[src/rtl/ram_fifo_pkg.sv]
// Shared constants and the RAM request bundle for the single-port-RAM FIFO controller.
package ram_fifo_pkg;

   localparam int DW    = 32;
   localparam int AW    = 5;
   localparam int DEPTH = 2 ** AW;

   typedef struct packed {
      logic          wr;
      logic          rd;
      logic [AW-1:0] addr;
      logic [DW-1:0] wdata;
   } ram_req_t;

endpackage

[src/rtl/ram_fifo_ptr.sv]
// Wrapping AW-bit RAM pointer with increment enable and synchronous reset.
module ram_fifo_ptr #(
   parameter int AW = 5
) (
   input  logic          clk,
   input  logic          rst,
   input  logic          inc,
   output logic [AW-1:0] ptr
);

   // Natural binary wrap (DEPTH-1 -> 0) because the depth is a power of two.
   always_ff @(posedge clk) begin
      if (rst)
         ptr <= '0;
      else if (inc)
         ptr <= ptr + 1'b1;
   end

endmodule

[src/rtl/ram_fifo_ctrl.sv]
// FIFO controller in front of a single-port registered-read RAM, with an output holding register.
// Optional feature: define RAM_FIFO_BYPASS_EN to let a push into an empty FIFO skip the RAM.
module ram_fifo_ctrl #(
   parameter int DW = 32,
   parameter int AW = 5
) (
   input  logic          clk,
   input  logic          rst,
   input  logic          in_valid,
   output logic          in_ready,
   input  logic [DW-1:0] in_data,
   output logic          out_valid,
   input  logic          out_ready,
   output logic [DW-1:0] out_data,
   output logic          ram_wr,
   output logic          ram_rd,
   output logic [AW-1:0] ram_addr,
   output logic [DW-1:0] ram_wdata,
   input  logic [DW-1:0] ram_rdata,
   output logic [AW:0]   count,
   output logic          full,
   output logic          empty
);

   import ram_fifo_pkg::*;

   // Handshakes: a transfer happens on a rising edge where valid && ready; valid never
   // depends on ready, and ready may depend on valid of the other stream only via rd_go.

   localparam logic [AW:0] FULL_CNT = (AW+1)'(2 ** AW);

   logic [AW-1:0] wr_ptr;
   logic [AW-1:0] rd_ptr;
   logic [AW:0]   ram_count;
   logic          rd_pend;
   logic          rd_go;
   logic          wr_go;
   logic          bypass_go;
   logic          push_go;
   ram_req_t      req;

   assign full  = (ram_count == FULL_CNT);
   assign count = ram_count + (AW+1)'(rd_pend) + (AW+1)'(out_valid);
   assign empty = (count == '0);

   // Reads win the RAM port so the holding register is refilled as soon as it frees up.
   assign rd_go    = !rst && (ram_count != '0) && !rd_pend && (!out_valid || out_ready);
   assign in_ready = !rst && !full && !rd_go;
   assign push_go  = in_valid && in_ready;

`ifdef RAM_FIFO_BYPASS_EN
   assign bypass_go = push_go && (ram_count == '0) && !rd_pend && (!out_valid || out_ready);
`else
   assign bypass_go = 1'b0;
`endif

   assign wr_go = push_go && !bypass_go;

   always_comb begin
      req = '0;
      if (rd_go) begin
         req.rd   = 1'b1;
         req.addr = rd_ptr;
      end else if (wr_go) begin
         req.wr    = 1'b1;
         req.addr  = wr_ptr;
         req.wdata = in_data;
      end
   end

   assign ram_wr    = req.wr;
   assign ram_rd    = req.rd;
   assign ram_addr  = req.addr;
   assign ram_wdata = req.wdata;

   ram_fifo_ptr #(.AW(AW)) u_wr_ptr (
      .clk (clk),
      .rst (rst),
      .inc (wr_go),
      .ptr (wr_ptr)
   );

   ram_fifo_ptr #(.AW(AW)) u_rd_ptr (
      .clk (clk),
      .rst (rst),
      .inc (rd_go),
      .ptr (rd_ptr)
   );

   always_ff @(posedge clk) begin
      if (rst) begin
         ram_count <= '0;
         rd_pend   <= 1'b0;
      end else begin
         if (wr_go && !rd_go)
            ram_count <= ram_count + 1'b1;
         else if (rd_go && !wr_go)
            ram_count <= ram_count - 1'b1;
         rd_pend <= rd_go;
      end
   end

   // Any ram_rdata still in flight when reset hits is dropped because rd_pend clears.
   always_ff @(posedge clk) begin
      if (rst) begin
         out_valid <= 1'b0;
         out_data  <= '0;
      end else if (rd_pend) begin
         out_valid <= 1'b1;
         out_data  <= ram_rdata;
      end else if (bypass_go) begin
         out_valid <= 1'b1;
         out_data  <= in_data;
      end else if (out_valid && out_ready) begin
         out_valid <= 1'b0;
      end
   end

endmodule

[config.mk]
export PLATFORM = sky130hd
export DESIGN_NAME = ram_fifo_ctrl
export DESIGN_NICKNAME = d
export VERILOG_FILES = /design/src/rtl/ram_fifo_pkg.sv /design/src/rtl/ram_fifo_ptr.sv /design/src/rtl/ram_fifo_ctrl.sv
export SDC_FILE = /design/constraint.sdc
export NUM_CORES = 1
export LEC_CHECK = 0
export BUFFER_PORTS_ARGS = -buffer_cell sky130_fd_sc_hd__buf_2
export CAP_MARGIN = 10
export CORE_UTILIZATION = 40
export CTS_CLUSTER_DIAMETER = 80
export DETAILED_ROUTE_END_ITERATION = 16
export GPL_TIMING_DRIVEN = 1
export PLACE_DENSITY = 0.86
export SYNTH_ARGS = -nofsm -noshare
export SYNTH_HDL_FRONTEND = slang
export SYNTH_HIERARCHICAL = 1
export SYNTH_SLANG_ARGS = --single-unit
[constraint.sdc]
create_clock -name clk -period 3.98 [get_ports clk]
set_input_delay 0.597 -clock clk [delete_from_list [all_inputs] [get_ports clk]]
set_output_delay 0.597 -clock clk [all_outputs]
set_load 0.03 [all_outputs]
# Yosys cells after proc, flatten, opt, wreduce, memory -nomap -nowiden
# Cells that the tools add are included.
# Widths: inputs -> output; s select.
[word_totals] output_inout_bits=81 wordCells=43 register_bits=50 memories=0 romBits=0 latchBits=0 mem_bits_rw=0
[classes] div_mod_pow=0 muxes=10 n_addsub=6 reduce_logical=20 order_cmp=0 n_eq_ne=1 n_mul=0 n_shift=0 bitwise=0
[op_table] operator="$mux 37" count=1
[op_table] operator="$mux 32" count=1
[op_table] operator="$add 6x1->6" count=2
[op_table] operator="$mux 6" count=2
[op_table] operator="$add 5x1->5 const B" count=2
[op_table] operator="$logic_and 1x1->1" count=9
[op_table] operator="$add 6x1->6 const B" count=1
[op_table] operator="$eq 6x6->1 const B" count=1
[op_table] operator="$logic_not 1->1" count=6
[op_table] operator="$logic_not 6->1" count=1
[op_table] operator="$reduce_bool 6->1" count=1
[op_table] operator="$sub 6x1->6 const B" count=1
[op_table] operator="$mux 1" count=5
[op_table] operator="$mux 5" count=1
[op_table] operator="$reduce_bool 2->1" count=2
[op_table] operator="$logic_or 1x1->1" count=1

# Depth between registers and ports, before layout
[depth] depth_word=11 depth_mapped=12 ltp_nobuf=11

# By module
# The synthesis kept the hierarchy.
[by_module_without_submodules] mod="ram_fifo_ctrl" seq_area_each_um2=800.8 cells_each=224 instances=1 area_each_um2=2069.5
[by_module_without_submodules] mod="ram_fifo_ptr" seq_area_each_um2=100.1 cells_each=22 instances=2 area_each_um2=247.7

# Least setup slack after synthesis
# No wires, ideal clock.
[synth_path] path_type="input -> register" startpoint="input out_ready" endpoint="register ram_count[5]" arrival_ps=3606 n_path_buf=0 required_ps=3859 path_stages=10 setup_slack_ps=252 cell_sequence="o21ai_1 a211oi_2 inv_1 ha_1 inv_1 ha_1 and4b_2 a311o_1 or3b_1 mux2_4"
[synth_between] elab_chain_len=8 word_cells_on_any_way=10 cone_classes="mux (1); reduce/logical (9)"
[synth_lines] element="from (decl)" line="ram_fifo_ctrl.sv:13" text="input logic out_ready,"
[synth_lines] element="$logic_or 1x1->1 (*)" line="ram_fifo_ctrl.sv:47" text="assign rd_go = !rst && (ram_count != '0) && !rd_pend && (!out_valid || out_ready);"
[synth_lines] element="$logic_and 1x1->1 (*)" line="ram_fifo_ctrl.sv:47"
[synth_lines] element="$logic_not 1->1" line="ram_fifo_ctrl.sv:48, ram_fifo_ctrl.sv:95"
[synth_lines] element="$logic_and 1x1->1" line="ram_fifo_ctrl.sv:48" text="assign in_ready = !rst && !full && !rd_go;"
[synth_lines] element="$logic_and 1x1->1" line="ram_fifo_ctrl.sv:49" text="assign push_go = in_valid && in_ready;"
[synth_lines] element="$logic_not 1->1" line="ram_fifo_ctrl.sv:97" text="else if (rd_go && !wr_go)"
[synth_lines] element="$logic_and 1x1->1" line="ram_fifo_ctrl.sv:97"
[synth_lines] element="$reduce_bool 2->1 (no source line)"
[synth_lines] element="to (signal assigned)" line="ram_fifo_ctrl.sv:96" text="ram_count <= ram_count + 1'b1;"
[synth_lines] element="to (signal assigned)" line="ram_fifo_ctrl.sv:98" text="ram_count <= ram_count - 1'b1;"
[synth_lines] element="to (decl)" line="ram_fifo_ctrl.sv:34" text="logic [AW:0] ram_count;"
# Mark *: on every way between the ends. The rest lies on a longest branch, timed or not.
# A chain may end at the register's enable or synchronous reset.

# Worst setup path in the final report
[layout_path] startpoint="register ram_count[1]" endpoint="register ram_count[5]"
[layout_between] elab_chain_len=10 word_cells_on_any_way=18 cone_classes="add/sub (2); eq/ne (1); mux (2); reduce/logical (13)"
[layout_lines] element="branches (longest 10 deep; another with $sub 6x1->6)"
# Parallel ways; which one is timed is not known. The select of a mux whose other input is x is not followed.

==> results.cfg <==
[global_route]
grt_pass1_vias = 1995
grtUsageTotal_pct = 16.06
antenna_found_initial = 0
grt_pass1_wl_mm = 8.397
grt_max_degree = 48
overflow = 0

[pwr]
powerDensity_nw_per_um2 = 617.5
ir_drop_mv = 0.3260
leakagePower_nw = 1.816
total_power_w = 0.002108

[timing]
rsz0062_at_grt = no
fin_hold_ws_ns = 0.4956
slew_viol_final = 0
period_minus_slack_ns = 3.269
fmax_mhz = 305.9
finalWorstSetupSlack_ns = 0.7109
post-route-period-util_pct = 82.14
tightest_slew_ns = 0.5050
setup_tns_ns = 0
skew_ns = 0.007053
hold_viol_final = 0
final-setup-viol-count = 0
relSlewSlack_pct = 66.33

[synth]
synthCells = 268
ys_ff_latch = 50
syn_area_um2 = 2565
async_reset_ff_share_pct = 0
avgSynthCellArea_um2 = 9.571
syn_nets = 346
synthFlopType = dfxtp_1
ys_types = 41
synth_edf_count = 0
ys_warn_count = 6
ys_seq_area_share_pct = 39.02

[layout]
fin_cells = 486
nFillCells = 543
n_antenna_cell = 0
nNetsFinal = 489
drive_gt1_share_pct = 42.09
synthToLayoutAreaGrowth_pct = 33.12

[clock_tree]
insertion_delay_ns = 0.29
numCtsBuffers = 5
cts_resized = 0
postCtsSetupBuffers = 0
cts_tree = yes
cts_root_buffer = clkbuf_8
clockBufferDepth = 2
cts.sinks = 50
clk_pin_slew_ns = 0.09
postCtsHoldBufs = 0
htreeDepth = 2

[worst_setup_path]
worstSetupStartpointType = flop
path_delay_family = simple AND/OR/NAND/NOR gates
cpPeakStageDelay_ns = 0.39
cp-end-kind = flop
worstPathRequired_ns = 4.16
arrival_ns = 3.45
crit_top_cell = ha_1
cp_cell_sequence = nor3_1, and2_1, o211a_1, ha_1, inv_1, ha_1, and4b_2, a311o_1, or3b_1, mux2_4
cp_slowest_cell = or3b_1
cp_max_fo = 7
path_buf_inv = 1
path_class = reg2reg

[detailed_routing]
drcViolationCount = 0
top_layer_used = met4
wl_per_cell_um = 12.24
wl_met1_mm = 2.533
routed-wl-met2_mm = 3.079
drt-total-wl_mm = 5.949
drtIter0Drc = 76
vias_per_cell = 4.737
vias = 2302
route.met3.wl_um = 282
drt-pass1-iter-count = 7
ant_nets = 0

[worst_hold_path]
hp-class = reg2reg

[place]
dp_hpwl_mm = 4.565
dp_cells = 479
dp_slack_ns = 0.6482
io_buffer_count = 148
gp_congestion = 0.8960

[job]
maxCapViolCount = 0

[floorplan]
die_h_um = 82.08
die-width_um = 82.08
initial_core_util_pct = 42.32
io_pins = 149
row_count = 28
core_um2 = 6061
dieArea_um2 = 6736

[status]
status = complete, no violations
[tightest hold or removal path, stage by stage, from the launching register on]
cell     delay, ns
dfxtp_1       0.33
mux2i_1       0.06
nor2_1        0.07
[layer usage]
| metal | track usage (%) | vias to the layer above |
|---|---|---|
| met2 | 30.74 | 75 |
| met3 | 3.333 | 6 |
| met4 | 4.912 | 0 |
| met1 | 17.40 | 1036 |
| met5 | 0 | - |
| li1 | - | 1185 |
[cell type report]
type,count,area (um2),share of cell area [%]
flip-flops and latches,50,1002,29.35
inverters,9,33.78,0.9894
multi-input cells,193,1430,41.88
clock buffers,5,68.82,2.015
clock inverters,2,15.01,0.4397
well taps,75,93.84,2.748
repair buffers,152,770.7,22.57
[power breakdown]
part           switching, W  total (W)  internal (W)
logic              0.000734    0.00115      0.000419
registers         0.0000760   0.000676      0.000600
clock network      0.000159   0.000279      0.000120
total              0.000968    0.00211       0.00114
[cell families after synthesis]
group	after synthesis	share of synthesized area, %
AOI/OAI and AO/OA	26	7.658
xor gates and xnor gates	9	3.073
adders and majority gates	10	5.464
buffers and inverters	25	5.219
DFF	50	39.02
muxes	40	16.59
and+or+nand+nor	108	22.98
[sequential cells by signal, summed over array words and instances (netlist names)]
signal        flops
u_wr_ptr/ptr      5
ram_count         6
u_rd_ptr/ptr      5
rd_pend           1
out_valid         1
out_data         32
[synth_stat cells (all sizes together) (2+ instances only)]
| library cell | instances | share of area [%] |
|---|---|---|
| inv | 9 | 1.3 |
| xnor2 | 5 | 1.7 |
| fa | 2 | 1.6 |
| a21o | 2 | 0.59 |
| and2 | 33 | 8.0 |
| a21oi | 5 | 0.98 |
| nor3 | 4 | 0.98 |
| mux2i | 35 | 14 |
| mux2 | 5 | 2.9 |
| nor2 | 46 | 6.7 |
| nand3b | 5 | 1.5 |
| xor2 | 4 | 1.4 |
| a22o | 5 | 1.7 |
| nor4 | 2 | 0.49 |
| nor2b | 5 | 1.2 |
| clkbuf | 7 | 1.4 |
| o21ai | 3 | 0.59 |
| a211oi | 3 | 1.1 |
| ha | 8 | 3.9 |
| nand2 | 4 | 0.59 |
| a21bo | 2 | 0.78 |
| nand4 | 4 | 2.0 |
| dfxtp | 50 | 39 |
| buf | 9 | 2.5 |
[path summary, 6_finish.rpt]
path	startpoint	end	slack [ns]	cells after the start
max	ram_count[1]$_SDFFE_PP0P_	ram_count[5]$_SDFFE_PP0P_	0.71	10
min	out_data[23]$_SDFFE_PP0P_	out_data[23]$_SDFFE_PP0P_	0.50	2
max reg2reg	ram_count[1]$_SDFFE_PP0P_	ram_count[5]$_SDFFE_PP0P_	0.71	10
min reg2reg	out_data[23]$_SDFFE_PP0P_	out_data[23]$_SDFFE_PP0P_	0.50	2
[placed cells by master, fill, tap and decap left out, types with 2 or more instances in the layout]
cell          n
buf_2       148
dfxtp_1      49
nor2_1       46
mux2i_1      35
and2_1       33
inv_1         8
ha_1          8
nand3b_1      5
xnor2_1       5
a22o_1        5
mux2_4        5
nor2b_1       5
a21oi_1       5
clkbuf_8      5
nand2_1       4
xor2_1        4
buf_4         4
nand4_2       4
nor3_1        3
nor4_1        2
a211oi_1      2
o21ai_0       2
a21o_1        2
fa_1          2
clkinvlp_4    2
a21bo_1       2
[metrics by stage]
stage	utilization, %	cell area (um2)
floorplan	-	2565
global placement	54.95	3331
detailed placement	54.95	3331
CTS	56.34	3415
global route	56.34	3415
finish	56.34	3415
No activity file was read; power rests on OpenSTA's default activity.
